`config.mk`:
```
export PLATFORM = sky130hd
export DESIGN_NAME = instr_fetch
export DESIGN_NICKNAME = d
export VERILOG_FILES = /design/src/rtl/fetch_pkg.sv /design/src/rtl/fetch_buf.sv /design/src/rtl/instr_fetch.sv
export SDC_FILE = /design/constraint.sdc
export NUM_CORES = 1
export LEC_CHECK = 0
export BUFFER_PORTS_ARGS = -buffer_cell sky130_fd_sc_hd__buf_2
export CAP_MARGIN = 40
export CORE_ASPECT_RATIO = 1.4
export CORE_MARGIN = 2
export CORE_UTILIZATION = 47
export CTS_CLUSTER_DIAMETER = 80
export DETAILED_ROUTE_END_ITERATION = 10
export GPL_ROUTABILITY_DRIVEN = 1
export HOLD_SLACK_MARGIN = 0.06
export PLACE_DENSITY = 0.73
export SYNTH_ARGS = -nofsm -noshare
export SYNTH_HDL_FRONTEND = slang
export SYNTH_HIERARCHICAL = 1
export SYNTH_SLANG_ARGS = --single-unit
```
`constraint.sdc`:
```
create_clock -name i_clk -period 7.6 [get_ports i_clk]
set_clock_uncertainty 0.05 [all_clocks]
set_input_delay 0.38 -clock i_clk [delete_from_list [all_inputs] [get_ports i_clk]]
set_output_delay 0.38 -clock i_clk [all_outputs]
set_load 0.05 [all_outputs]
```
`src/rtl/fetch_pkg.sv`:
```
// Shared types and constants for the instruction fetch front end.
package fetch_pkg;

  typedef logic [31:0] pc_t;
  typedef logic [31:0] instr_t;

  typedef struct packed {
    pc_t    pc;
    instr_t instr;
  } fetch_entry_t;

  typedef enum logic [0:0] {
    RUN  = 1'b0,
    HALT = 1'b1
  } fetch_state_e;

  localparam instr_t INSTR_NOP = 32'h0000_0013;
  localparam pc_t    PC_STEP   = 32'd4;

  function automatic logic is_aligned(input pc_t pc);
    return (pc[1:0] == 2'b00);
  endfunction

endpackage

```
`src/rtl/fetch_buf.sv`:
```
// Two-entry FIFO holding {pc, instr} pairs returned by instruction memory.
module fetch_buf
  import fetch_pkg::*;
(
  input  logic         i_clk,
  input  logic         i_rst_n,
  input  logic         push,
  input  fetch_entry_t push_data,
  input  logic         pop,
  input  logic         flush,
  output logic [1:0]   count,
  output fetch_entry_t head
);

  fetch_entry_t mem_q [2];
  logic         wr_ptr;
  logic         rd_ptr;

  // Storage is cleared on reset so the head reads as zero until the first push.
  always_ff @(posedge i_clk) begin
    if (!i_rst_n) begin
      count    <= 2'd0;
      wr_ptr   <= 1'b0;
      rd_ptr   <= 1'b0;
      mem_q[0] <= '0;
      mem_q[1] <= '0;
    end else if (flush) begin
      count  <= 2'd0;
      wr_ptr <= 1'b0;
      rd_ptr <= 1'b0;
    end else begin
      if (push) begin
        mem_q[wr_ptr] <= push_data;
        wr_ptr        <= ~wr_ptr;
      end
      if (pop) begin
        rd_ptr <= ~rd_ptr;
      end
      count <= count + {1'b0, push} - {1'b0, pop};
    end
  end

  assign head = mem_q[rd_ptr];

endmodule

```
`src/rtl/instr_fetch.sv`:
```
// Fetch initiator: issues addresses to instruction memory, buffers returned words
// and hands {pc, instr} to decode; redirects flush everything, misaligned ones halt.
module instr_fetch
  import fetch_pkg::*;
#(
  parameter pc_t RESET_PC = 32'h0000_0000
) (
  input  logic        i_clk,
  input  logic        i_rst_n,
  output logic [31:0] o_imem_pc,
  input  logic [31:0] i_imem_instr,
  input  logic        i_redirect,
  input  logic [31:0] i_redirect_pc,
  output logic        o_valid,
  input  logic        i_ready,
  output logic [31:0] o_instr,
  output logic [31:0] o_pc,
  output logic        o_fault
);

  localparam logic [0:0] ST_RUN  = RUN;
  localparam logic [0:0] ST_HALT = HALT;

  logic [0:0]   state;
  pc_t          fetch_pc;
  pc_t          inflight_pc;
  logic         inflight;
  logic         fault_q;
  logic [1:0]   buf_count;
  fetch_entry_t head_entry;
  fetch_entry_t push_entry;
  logic         pop;
  logic         push;
  logic         issue;
  logic [2:0]   credit;

  assign pop    = o_valid & i_ready;
  // Slots already committed after this cycle's pop; at most two may be outstanding.
  assign credit = {1'b0, buf_count} + {2'b00, inflight} - {2'b00, pop};
  assign issue  = (state == ST_RUN) && (credit < 3'd2);
  assign push   = inflight & ~i_redirect;

  assign push_entry.pc    = inflight_pc;
  assign push_entry.instr = i_imem_instr;

  // Issue stage: fetch_pc is presented to memory, the response arrives next cycle.
  always_ff @(posedge i_clk) begin
    if (!i_rst_n) begin
      fetch_pc <= RESET_PC;
      inflight <= 1'b0;
      state    <= ST_RUN;
      fault_q  <= 1'b0;
    end else if (i_redirect) begin
      inflight <= 1'b0;
      fetch_pc <= {i_redirect_pc[31:2], 2'b00};
      if (is_aligned(i_redirect_pc)) begin
        state   <= ST_RUN;
        fault_q <= 1'b0;
      end else begin
        state   <= ST_HALT;
        fault_q <= 1'b1;
      end
    end else begin
      inflight <= issue;
      if (issue) begin
        fetch_pc <= fetch_pc + PC_STEP;
      end
    end
  end

  always_ff @(posedge i_clk) begin
    if (issue) begin
      inflight_pc <= fetch_pc;
    end
  end

  // Response stage: returned word joins its address in the buffer.
  fetch_buf u_buf (
    .i_clk     (i_clk),
    .i_rst_n   (i_rst_n),
    .push      (push),
    .push_data (push_entry),
    .pop       (pop),
    .flush     (i_redirect),
    .count     (buf_count),
    .head      (head_entry)
  );

  assign o_imem_pc = fetch_pc;
  assign o_valid   = (buf_count != 2'd0) & ~i_redirect;
  assign o_instr   = head_entry.instr;
  assign o_pc      = head_entry.pc;
  assign o_fault   = fault_q;

endmodule

```
==> impl_summary.txt <==
----------------------------------------------------
[Outcome]
  Status ... complete, no violations

[Synthesis]
  Count of different cell masters after synthesis ... 52
  Asr flop ratio synth ... 0%
  Share of Yosys cell area claimed by the top area cell type ... a little over half
  Synth Register Bits ... between 150 and 200
  YS warnings ... 6
  Number of instances in the synthesized netlist ... 669
  Predominant post-synthesis flop cell ... edfxtp_1
  Most common cell in the netlist ... edfxtp_1
  Dominant cells by area after synthesis ... edfxtp_1, and3_1, dfxtp_1
  Synth cell count leaders ... edfxtp_1, and3_1, mux2_2
  Top cell type by total area after synthesis ... edfxtp_1
  Portion of the post-synthesis area used by sequential elements ... approximately three fifths
  Area of the mapped netlist ... 0.00889 mm2
  Number of synthesized flops with an enable pin ... 158
  Post-synthesis average cell area ... roughly 13 um2

[Floorplan]
  Vertical die dimension ... between 150 and 200 um
  Num ports ... ~170
  Width of the chip ... about 120 um
  Row cnt ... 59
  Area inside the core boundary ... roughly 0.019 mm2
  Starting density of the core ... between 40% and 50%
  Die area ... about 0.02 mm2

[Critical path]
  FF-to-FF End ... o_imem_pc[22]
  WS Path Type ... primary input to flop
  Reg2reg path depth ... 11
  Maximum fanout along the worst path ... 39
  Reg-to-reg slack, setup ... 3.84 ns
  Critical R2R Launch ... u_buf/count[1]
  Data required time of the critical path ... between 7 and 8 ns
  Kind of start point of the critical path ... primary input
  Type of destination of the critical path ... flop
  Arrival time of data at the critical path endpoint ... ~4.1 ns

[Timing]
  Final number of setup-violating endpoints ... 0
  Pins Over Slew Limit ... 0
  RSZ-0062 raised after global routing ... no
  Total Negative Setup Slacks ... 0 ns
  Final cycle utilization of the critical path ... between 40 and 50%
  Time the final worst path needs with I/O delays and setup ... 3.77 ns
  Worst relative slew slack ... between 40% and 50%
  Least-Margin Pin Slew ... roughly 0.88 ns
  Timing-limited maximum frequency ... between 0.2 and 0.3 GHz
  Final Hold Slack ... between 0.15 and 0.2 ns
  Count of final hold-check violations ... 0

[Clock tree]
  Number of setup buffers added after CTS ... 0
  H-tree lvl count ... 4
  CTS tree ... done
  Number of clock buffers inserted by TritonCTS ... 17
  CTS resizes ... 0
  Number of sinks driven by the clock tree ... 195
  Clock Tree Root ... clkbuf_16
  CTS Hold Bufs ... 0
  Clk_lat worst skew ... roughly 0.42 ns
  Clock transition at path regs ... 0.07 ns
  Longest Clk Path Bufs ... 2

[Hold path]
  Worst hold-check path type ... primary input to flop
  Sink of the worst hold path ... o_imem_pc[18]
  Worst min-delay path startpoint ... i_redirect_pc[18]
  Number of instances on the worst hold path ... 2

[Finish]
  Fraction of layout instances using a drive strength above 1 ... ~31%
  Post-layout utilization of the core ... 55.9%
  Area taken by flip-flops and latches ... ~0.0055 mm2
  Final #Nets ... around 890
  N_diodes ... 0
  Filler cell count ... roughly 1600
  Area occupied by multi-input gates ... slightly above 0.003 mm2
  Layout Area Growth over Synthesis ... 17.0%

[Global routing]
  Remaining global-route overflow ... 0
  Total Routing Usage GR ... a little under a fifth
  Number of antenna violations at the first check in global routing ... 0
  Maximum number of pins on one net before global-route repair ... around 130
  First-pass GRT wire length ... 30000 um
  Vias in the first global route ... 5944

[Routing]
  Average routed wire per standard cell ... ~18 um
  DRC marker count from the first detailed-route iteration ... ~370
  DRC ... 0
  Final antenna-violating net count ... 0
  Average vias per placed instance ... between 5 and 6
  Total Routed Length ... between 15000 and 20000 um
  Count of TritonRoute iterations in the first routing pass ... 6
  Total via count after detailed routing ... 6050

[Placed design]
  Placed wire-length estimate after detailed placement ... roughly 12000 um
  IO buf count ... between 150 and 200
  Placer congestion estimate ... ~0.88

[Job]
  Number of max-cap violations ... 0

[Power and ir drop]
  Power consumption ... 2.34 mW
  Static Leakage ... around 4.5 nW
  Pwr dens ... approximately 220 mW/mm2
  Peak supply drop ... 0.132 mV

----------------------------------------------------
-- layout make-up --
class                   instances  area share, %
flip-flops and latches        195           52.8
multi-input cells             419           29.1
repair buffers                174           9.67
clock buffers                  19           4.16
well taps                     244           2.94
clock inverters                13           1.06
inverters                       9          0.325
-- cells by family after synthesis --
logic type                 Yosys count  synth area share, %
adders and majority gates            5                0.788
xor gates and xnor gates            12                 1.34
buffers and inverters               60                 4.88
muxes                               64                 8.10
other                                1               0.0422
AOI/OAI and AO/OA                   78                 5.95
DFF                                195                 61.7
and+or+nand+nor                    254                 17.2
-- worst max path at each step --
stage / slack, ns / endpoint / from / cells past startpoint
finish: 3.83 / o_imem_pc[22] / i_redirect / 11
global route: 3.44 / o_imem_pc[20] / i_redirect / 11
CTS: 3.80 / o_imem_pc[22] / u_buf/count[1] / 11
detailed placement: 3.36 / o_imem_pc[22] / i_redirect / 11
global placement: 3.51 / o_imem_pc[22] / i_redirect / 11
floorplan: 1.36 / u_buf/mem_q[0][0] / i_redirect / 5
-- metal layers --
layer  vias to the layer above  track usage [%]  part of all wire (%)  routed length (um)
met1                      2920             22.3                    39                7490
met3                        43             3.63                   5.0                 955
met2                       213             33.4                    52                9940
met4                         0             10.1                   4.1                 776
li1                       2874                -                     -                   -
met5                         -                0                     0                   0
-- sequential cells by signal, indices dropped and copies added, names as in the netlist, named ones only --
signal / cells
o_fault: 1
u_buf/mem_q: 128
inflight_pc: 30
u_buf/wr_ptr: 1
u_buf/rd_ptr: 1
o_imem_pc: 30
u_buf/count: 2
inflight: 1
-- stage by stage --
stage               instances  setup slack (ns)  instance area [um2]
floorplan                 674              1.36                 8910
global placement         1034              3.51                 9700
detailed placement       1041              3.36                 9860
CTS                      1073              3.80                10400
global route             1073              3.44                10400
finish                   1073              3.83                10400
-- power by group --
group | internal (mW) | total, mW | switching [mW]
combinational | 0.0695 | 0.260 | 0.191
clock | 0.450 | 0.824 | 0.373
sequential | 1.22 | 1.25 | 0.0374
-- layout by cell type, fill, tap and decap left out, drive strengths merged, types with 3 or more instances in the layout --
master,Yosys,layout
buf,37,173
edfxtp,158,158
and3,132,132
mux2,64,64
dfxtp,37,37
o21ai,25,25
nand2,20,20
clkbuf,14,19
nor4,14,14
nor2,13,13
nand3,12,12
nor3,12,12
a21oi,12,12
nand4,11,11
inv,8,10
and4,9,9
nand2b,8,8
xnor2,8,8
clkinv,1,8
a311oi,7,7
a31oi,7,7
nor2b,7,7
conb,1,6
and2,6,6
o221ai,4,4
o31a,4,4
ha,4,4
or4,3,3
o211ai,3,3
xor2,3,3
o311ai,3,3
or3,3,3
clkinvlp,0,3
-- worst max-delay path, cell delays in order --
cell	delay, ns
buf_2	0.52
nor2_1	0.13
and2_1	0.23
ha_1	0.28
nand2b_1	0.15
fa_1	0.50
nor2b_1	0.29
nand2_1	0.42
inv_2	0.73
a311oi_1	0.18
nor3_1	0.23
Note: power is estimated with default switching activity, not from simulation.
